File: src/rtl/mips_pkg.sv
// Shared definitions for the multicycle MIPS control path: state encoding,
// opcodes, datapath select codes and the packed control word.
package mips_pkg;

  typedef enum logic [3:0] {
    FETCH    = 4'd0,
    DECODE   = 4'd1,
    MEMADR   = 4'd2,
    MEMRD    = 4'd3,
    MEMWB    = 4'd4,
    MEMWR    = 4'd5,
    EXECUTE  = 4'd6,
    ALUWB    = 4'd7,
    BRANCH   = 4'd8,
    ADDIEXEC = 4'd9,
    ADDIWB   = 4'd10,
    JUMP     = 4'd11
  } statetype;

  localparam logic [5:0] OP_RTYPE = 6'b000000;
  localparam logic [5:0] OP_LW    = 6'b100011;
  localparam logic [5:0] OP_SW    = 6'b101011;
  localparam logic [5:0] OP_BEQ   = 6'b000100;
  localparam logic [5:0] OP_ADDI  = 6'b001000;
  localparam logic [5:0] OP_J     = 6'b000010;

  localparam logic [1:0] ALUOP_ADD   = 2'b00;
  localparam logic [1:0] ALUOP_SUB   = 2'b01;
  localparam logic [1:0] ALUOP_FUNCT = 2'b10;

  localparam logic [1:0] SRCB_REG   = 2'b00;
  localparam logic [1:0] SRCB_FOUR  = 2'b01;
  localparam logic [1:0] SRCB_IMM   = 2'b10;
  localparam logic [1:0] SRCB_IMMSH = 2'b11;

  localparam logic [1:0] PCSRC_ALU    = 2'b00;
  localparam logic [1:0] PCSRC_ALUOUT = 2'b01;
  localparam logic [1:0] PCSRC_JUMP   = 2'b10;

  typedef struct packed {
    logic       pcwrite;
    logic       branch;
    logic       irwrite;
    logic       memwrite;
    logic       regwrite;
    logic       iord;
    logic       alusrca;
    logic [1:0] alusrcb;
    logic       regdst;
    logic       memtoreg;
    logic [1:0] pcsrc;
    logic [1:0] aluop;
  } ctrl_t;

  function automatic logic is_mem_op(input logic [5:0] op);
    return (op == OP_LW) || (op == OP_SW);
  endfunction

endpackage

File: src/rtl/multicycle_maindec_if.sv
// Control bus between the main decoder (master) and the multicycle datapath.
interface multicycle_maindec_if;
  logic [5:0] op;
  logic       zero;
  logic       pcen;
  logic       pcwrite;
  logic       branch;
  logic       irwrite;
  logic       memwrite;
  logic       regwrite;
  logic       iord;
  logic       alusrca;
  logic [1:0] alusrcb;
  logic       regdst;
  logic       memtoreg;
  logic [1:0] pcsrc;
  logic [1:0] aluop;
  logic [3:0] state;

  modport master (
    input  op, zero,
    output pcen, pcwrite, branch, irwrite, memwrite, regwrite, iord,
           alusrca, alusrcb, regdst, memtoreg, pcsrc, aluop, state
  );

  modport slave (
    output op, zero,
    input  pcen, pcwrite, branch, irwrite, memwrite, regwrite, iord,
           alusrca, alusrcb, regdst, memtoreg, pcsrc, aluop, state
  );
endinterface

File: src/rtl/mc_outdec.sv
// Combinational state -> control word decoder (Moore outputs, no reset gating).
module mc_outdec
  import mips_pkg::*;
(
  input  statetype state,
  output ctrl_t    cw
);

  always_comb begin
    cw = '0;
    case (state)
      FETCH: begin
        cw.irwrite = 1'b1;
        cw.pcwrite = 1'b1;
        cw.alusrcb = SRCB_FOUR;
        cw.aluop   = ALUOP_ADD;
        cw.pcsrc   = PCSRC_ALU;
      end
      DECODE: begin
        cw.alusrcb = SRCB_IMMSH;
        cw.aluop   = ALUOP_ADD;
      end
      MEMADR, ADDIEXEC: begin
        cw.alusrca = 1'b1;
        cw.alusrcb = SRCB_IMM;
        cw.aluop   = ALUOP_ADD;
      end
      MEMRD: cw.iord = 1'b1;
      MEMWB: begin
        cw.memtoreg = 1'b1;
        cw.regwrite = 1'b1;
      end
      MEMWR: begin
        cw.iord     = 1'b1;
        cw.memwrite = 1'b1;
      end
      EXECUTE: begin
        cw.alusrca = 1'b1;
        cw.alusrcb = SRCB_REG;
        cw.aluop   = ALUOP_FUNCT;
      end
      ALUWB: begin
        cw.regdst   = 1'b1;
        cw.regwrite = 1'b1;
      end
      ADDIWB: cw.regwrite = 1'b1;
      BRANCH: begin
        cw.alusrca = 1'b1;
        cw.aluop   = ALUOP_SUB;
        cw.pcsrc   = PCSRC_ALUOUT;
        cw.branch  = 1'b1;
      end
      JUMP: begin
        cw.pcsrc   = PCSRC_JUMP;
        cw.pcwrite = 1'b1;
      end
      default: cw = '0;
    endcase
  end

endmodule

File: src/rtl/multicycle_maindec.sv
// Main control FSM for the multicycle MIPS datapath: state register, next-state
// logic, reset gating of the decoded control word and PC enable.
module multicycle_maindec
  import mips_pkg::*;
(
  input  logic                        clk,
  input  logic                        rst_n,
  multicycle_maindec_if.master        bus
);

  statetype state_q;
  statetype state_nx;
  ctrl_t    cw_dec;
  ctrl_t    cw;

  always_comb begin
    state_nx = FETCH;
    case (state_q)
      FETCH: state_nx = DECODE;
      DECODE: begin
        if (is_mem_op(bus.op))        state_nx = MEMADR;
        else if (bus.op == OP_RTYPE)  state_nx = EXECUTE;
        else if (bus.op == OP_BEQ)    state_nx = BRANCH;
        else if (bus.op == OP_ADDI)   state_nx = ADDIEXEC;
        else if (bus.op == OP_J)      state_nx = JUMP;
        else                          state_nx = FETCH;
      end
      MEMADR:   state_nx = (bus.op == OP_LW) ? MEMRD : MEMWR;
      MEMRD:    state_nx = MEMWB;
      EXECUTE:  state_nx = ALUWB;
      ADDIEXEC: state_nx = ADDIWB;
      default:  state_nx = FETCH;
    endcase
  end

  always_ff @(posedge clk) begin
    if (!rst_n) state_q <= FETCH;
    else        state_q <= state_nx;
  end

  mc_outdec u_outdec (
    .state (state_q),
    .cw    (cw_dec)
  );

  // In reset, present the FETCH mux selects with every write enable dropped,
  // even if the state register still holds an aborted instruction's state.
  always_comb begin
    cw = cw_dec;
    if (!rst_n) begin
      cw         = '0;
      cw.alusrcb = SRCB_FOUR;
    end
  end

  assign bus.pcen     = cw.pcwrite | (cw.branch & bus.zero);
  assign bus.pcwrite  = cw.pcwrite;
  assign bus.branch   = cw.branch;
  assign bus.irwrite  = cw.irwrite;
  assign bus.memwrite = cw.memwrite;
  assign bus.regwrite = cw.regwrite;
  assign bus.iord     = cw.iord;
  assign bus.alusrca  = cw.alusrca;
  assign bus.alusrcb  = cw.alusrcb;
  assign bus.regdst   = cw.regdst;
  assign bus.memtoreg = cw.memtoreg;
  assign bus.pcsrc    = cw.pcsrc;
  assign bus.aluop    = cw.aluop;
  assign bus.state    = state_q;

endmodule

File: src/flat_wrapper.sv
// flat-port wrapper written by rule: the top's interface ports become plain ports
module multicycle_maindec_flat import mips_pkg::*;
  (clk, rst_n, bus_op, bus_zero, bus_pcen, bus_pcwrite, bus_branch, bus_irwrite, bus_memwrite, bus_regwrite, bus_iord, bus_alusrca, bus_alusrcb, bus_regdst, bus_memtoreg, bus_pcsrc, bus_aluop, bus_state);
  multicycle_maindec_if bus_i ();
  input  logic clk;
  input  logic rst_n;
  input wire logic [$bits(bus_i.op)-1:0] bus_op;
  input wire logic [$bits(bus_i.zero)-1:0] bus_zero;
  output wire logic [$bits(bus_i.pcen)-1:0] bus_pcen;
  output wire logic [$bits(bus_i.pcwrite)-1:0] bus_pcwrite;
  output wire logic [$bits(bus_i.branch)-1:0] bus_branch;
  output wire logic [$bits(bus_i.irwrite)-1:0] bus_irwrite;
  output wire logic [$bits(bus_i.memwrite)-1:0] bus_memwrite;
  output wire logic [$bits(bus_i.regwrite)-1:0] bus_regwrite;
  output wire logic [$bits(bus_i.iord)-1:0] bus_iord;
  output wire logic [$bits(bus_i.alusrca)-1:0] bus_alusrca;
  output wire logic [$bits(bus_i.alusrcb)-1:0] bus_alusrcb;
  output wire logic [$bits(bus_i.regdst)-1:0] bus_regdst;
  output wire logic [$bits(bus_i.memtoreg)-1:0] bus_memtoreg;
  output wire logic [$bits(bus_i.pcsrc)-1:0] bus_pcsrc;
  output wire logic [$bits(bus_i.aluop)-1:0] bus_aluop;
  output wire logic [$bits(bus_i.state)-1:0] bus_state;
  assign bus_i.op = bus_op;
  assign bus_i.zero = bus_zero;
  assign bus_pcen = bus_i.pcen;
  assign bus_pcwrite = bus_i.pcwrite;
  assign bus_branch = bus_i.branch;
  assign bus_irwrite = bus_i.irwrite;
  assign bus_memwrite = bus_i.memwrite;
  assign bus_regwrite = bus_i.regwrite;
  assign bus_iord = bus_i.iord;
  assign bus_alusrca = bus_i.alusrca;
  assign bus_alusrcb = bus_i.alusrcb;
  assign bus_regdst = bus_i.regdst;
  assign bus_memtoreg = bus_i.memtoreg;
  assign bus_pcsrc = bus_i.pcsrc;
  assign bus_aluop = bus_i.aluop;
  assign bus_state = bus_i.state;
  multicycle_maindec u_core (.clk(clk), .rst_n(rst_n), .bus(bus_i));
endmodule
File: config.mk
export PLATFORM = sky130hd
export DESIGN_NAME = multicycle_maindec_flat
export DESIGN_NICKNAME = d
export VERILOG_FILES = /design/src/rtl/mips_pkg.sv /design/src/rtl/multicycle_maindec_if.sv /design/src/rtl/mc_outdec.sv /design/src/rtl/multicycle_maindec.sv /design/src/flat_wrapper.sv
export SDC_FILE = /design/constraint.sdc
export NUM_CORES = 1
export LEC_CHECK = 0
export CAP_MARGIN = 20
export CORE_MARGIN = 2
export CORE_UTILIZATION = 35
export DETAILED_ROUTE_END_ITERATION = 6
export GPL_TIMING_DRIVEN = 0
export PLACE_DENSITY = 0.76
export SYNTH_ARGS = -nofsm -noshare
export SYNTH_HDL_FRONTEND = slang
export SYNTH_SLANG_ARGS = --single-unit
File: constraint.sdc
create_clock -name clk -period 1.45 [get_ports clk]
set_input_delay 0.145 -clock clk [delete_from_list [all_inputs] [get_ports clk]]
set_output_delay 0.145 -clock clk [all_outputs]
set_load 0.005 [all_outputs]
==> results of run 1 <==
-- power by group --
| group | switching (mW) | internal, mW |
|---|---|---|
| Clock | 0.0405 | 0.0923 |
| Combinational | 0.0748 | 0.111 |
| Sequential | 0.00416 | 0.113 |
| Total | 0.119 | 0.316 |
-- per-stage QoR --
| stage | setup TNS, ps | power [mW] | setup slack [ps] |
|---|---|---|---|
| 2_1_floorplan | 0 | 0.1840 | 80.30 |
| 3_3_place_gp | -6258 | 0.2482 | -598.6 |
| 3_5_place_dp | -6671 | 0.2500 | -631.6 |
| 4_1_cts | -1410 | 0.4251 | -351.2 |
| 5_1_grt | -1638 | 0.4645 | -369.4 |
| 6_report | -1157 | 0.4358 | -282.4 |
-- placed cells by master (no fill, tap or decap), drive strengths merged --
master         synthesis  layout
buf                    5      39
nor2                  17      17
clkdlybuf4s50          0      11
nand3                  5       5
dlygate4sd2            0       5
clkbuf                 1       5
nand2                  4       4
a21oi                  4       4
nor3                   4       4
dfxtp                  4       4
nand2b                 3       3
o21ai                  3       3
xnor2                  2       2
nor2b                  2       2
o31ai                  2       2
or3b                   1       1
or2b                   1       1
inv                    1       1
o22ai                  1       1
and2                   1       1
nor3b                  1       1
or2                    1       1
a21o                   1       1
nand4                  1       1
a2bb2oi                1       1
xor2                   1       1
o211ai                 1       1
nand4b                 1       1
nor4b                  1       1
o32a                   1       1
o2111ai                1       1
-- cell usage after synthesis (all sizes together) --
cell type	number	area, µm²
clkbuf	1	3.750
and2	1	6.260
nor4b	1	8.760
o31ai	2	15.01
or2b	1	7.510
nor3b	1	7.510
nor3	4	31.28
a21oi	4	20.02
nand3	5	25.02
o2111ai	1	8.760
nand4	1	6.260
or3b	1	11.26
nor2	17	63.81
dfxtp	4	80.08
xor2	1	8.760
inv	1	3.750
a2bb2oi	1	8.760
buf	5	33.78
xnor2	2	17.52
a21o	1	7.510
o22ai	1	6.260
or2	1	8.760
o211ai	1	7.510
o32a	1	10.01
nand4b	1	8.760
o21ai	3	15.01
nand2b	3	18.77
nand2	4	15.01
nor2b	2	12.51
-- layout make-up --
cell class,count,area [µm²]
buffer,5,58.81
clock buffer,3,22.52
fill,94,267.8
inverter,1,3.754
multi-input combinational,61,402.9
sequential,4,86.33
tap,15,18.77
timing repair buffer,52,424.2
-- worst max path at each step --
stage / from / endpoint / slack (ps) / cells past startpoint
2_1_floorplan: u_core.bus.state[0] / bus_pcen / 80 / 5
3_3_place_gp: rst_n / bus_pcen / -600 / 7
4_1_cts: u_core.bus.state[0] / bus_pcen / -350 / 7
3_5_place_dp: rst_n / bus_pcen / -630 / 7
5_1_grt: u_core.bus.state[0] / bus_pcen / -370 / 6
6_report: u_core.bus.state[0] / bus_pcen / -280 / 6
-- cell families after synthesis --
logic type	synth area share [%]
AND/OR/NAND/NOR	48.43
AO/OA/AOI/OAI	20.68
buffers and inverters	8.637
flip-flops	16.75
XOR/XNOR	5.498
-- per-layer routing --
| layer | share of wire, % | vias to the layer above | track usage [%] |
|---|---|---|---|
| met5 | 0 | - | 0 |
| met2 | 54 | 47 | 46.88 |
| li1 | - | 363 | - |
| met4 | 2.8 | 0 | 11.67 |
| met3 | 7.6 | 8 | 2.174 |
| met1 | 35 | 348 | 25.00 |
-- what timing repair did --
item                                    CTS  global route
endpoints found under the setup margin   16            17
setup buffers                            19             6
resized for setup                        79             6
pin swaps                                10             5
hold buffers                              0             0
cloned                                    0             0
-- critical path, delay by kind of cell, from the launching register on --
kind	cells	cell delay (ps)
simple gates	3	780
flops	1	330
buf+inv	2	180
compound gates	1	70
==> run metrics, run 1 <==
status=finished with violations; failing checks=negative setup slack; worst min path class=in2reg; # diodes=0; Min-Delay Startpoint=rst_n; Post-Synthesis Cells=72; Initial Util=37.20%; post-placement cell count=115; max reg flops=4; count of final setup violators=8; FF-to-FF Start=u_core.bus.state[0]; Least-Margin Pin Slew=255.7 ps; pwr/cell area=428.4 mW/mm²; Worst slew margin=82.95%; Slew Viols, Final=0; Worst Path Arrival=1590 ps; fin util=79.16%; largest net degree at the start of global routing=11; number of library cell types mapped by synthesis=32; Cell Area, Placed=777.0 µm²; Worst EP required=1310 ps; global-route wire length before repair=2.711 mm; CP max stage delay=450 ps; CTS root buf=clkbuf_4; Hold Path Depth=5; Ports=29; Max VDD drop=0.2691 mV; DRT Wirelength=1.967 mm; unrepaired setup endpoints after global routing=yes; Routed WL per cell=13.95 µm; setup slack, reg-to-reg=100 ps; max-cap viol count=0; area delta synth->final=112.8%; vias in the first global route=636; Cell Rows=13; DR vias=766; CP startpoint kind=flip-flop; Final Worst Setup Slack=-282.4 ps; Tcrit/Tclk final=119.5%; Avg Synthesized Cell Area=6.638 µm²; die height=40.96 µm; CP max-delay cell=or3b_4; Port Buffers=28; worst path cell trace=or3b_4 -> nor3_4 -> or2_4 -> buf_6 -> a21o_1 -> buf_2; CTS clock-pin slew for the worst setup and hold paths=40 ps; gpl congestion=0.7717; clk_lat worst skew=230 ps; FF-to-FF path depth=6; DIE WIDTH=40.96 µm; Max Fanout on Critical Path=4; Core Area=0.001285 mm²; CTS buffer count=3; WHS Endpoint=u_core.bus.state[0]; post-synthesis cell area=478.0 µm²; initial antenna violation count=0; Fin Hold WS=640.1 ps; Clock Skews=2.774 ps; sequential fraction of the synthesis area=16.75%; total grt overflow=0; Max Fclk=577.2 MHz; share of cells above drive strength 1=47.62%; Crit. End Element=primary output; CTS tree=built; leakage power=0.4548 nW; Mapped Nets=81; clock sink count=4; Synthesis Warnings=0; Final nets=137; non-filler cells, final=141; die area=0.001677 mm²; DRT Pass-1 Iters=4; H-tree depth=1; Residual DRC=0; GRT Util Overall=24.10%; DR iter-0 viols=12; Yosys reg bits=4; endpoints failing hold=0; Final ANT Viol Nets=0; kind of critical path=reg2out; reg2reg end=u_core.bus.state[2]; DP HPWL=1.018 mm; Via-to-Cell Ratio=5.433; Tmin final=1732 ps; Final Cell Area=0.001017 mm²; CTS max path bufs=2
Note: power is estimated with default switching activity, not from simulation.
==> run 2, diff against run 1 <==
--- a/config.mk
+++ b/config.mk
@@ -11,6 +11,7 @@
 export DETAILED_ROUTE_END_ITERATION = 6
 export GPL_TIMING_DRIVEN = 0
 export PLACE_DENSITY = 0.76
+export SLEW_MARGIN = 15
 export SYNTH_ARGS = -nofsm -noshare
 export SYNTH_HDL_FRONTEND = slang
 export SYNTH_SLANG_ARGS = --single-unit
==> results of run 2 <==
Final layout, timing and power as in run 1 (identical DEF).
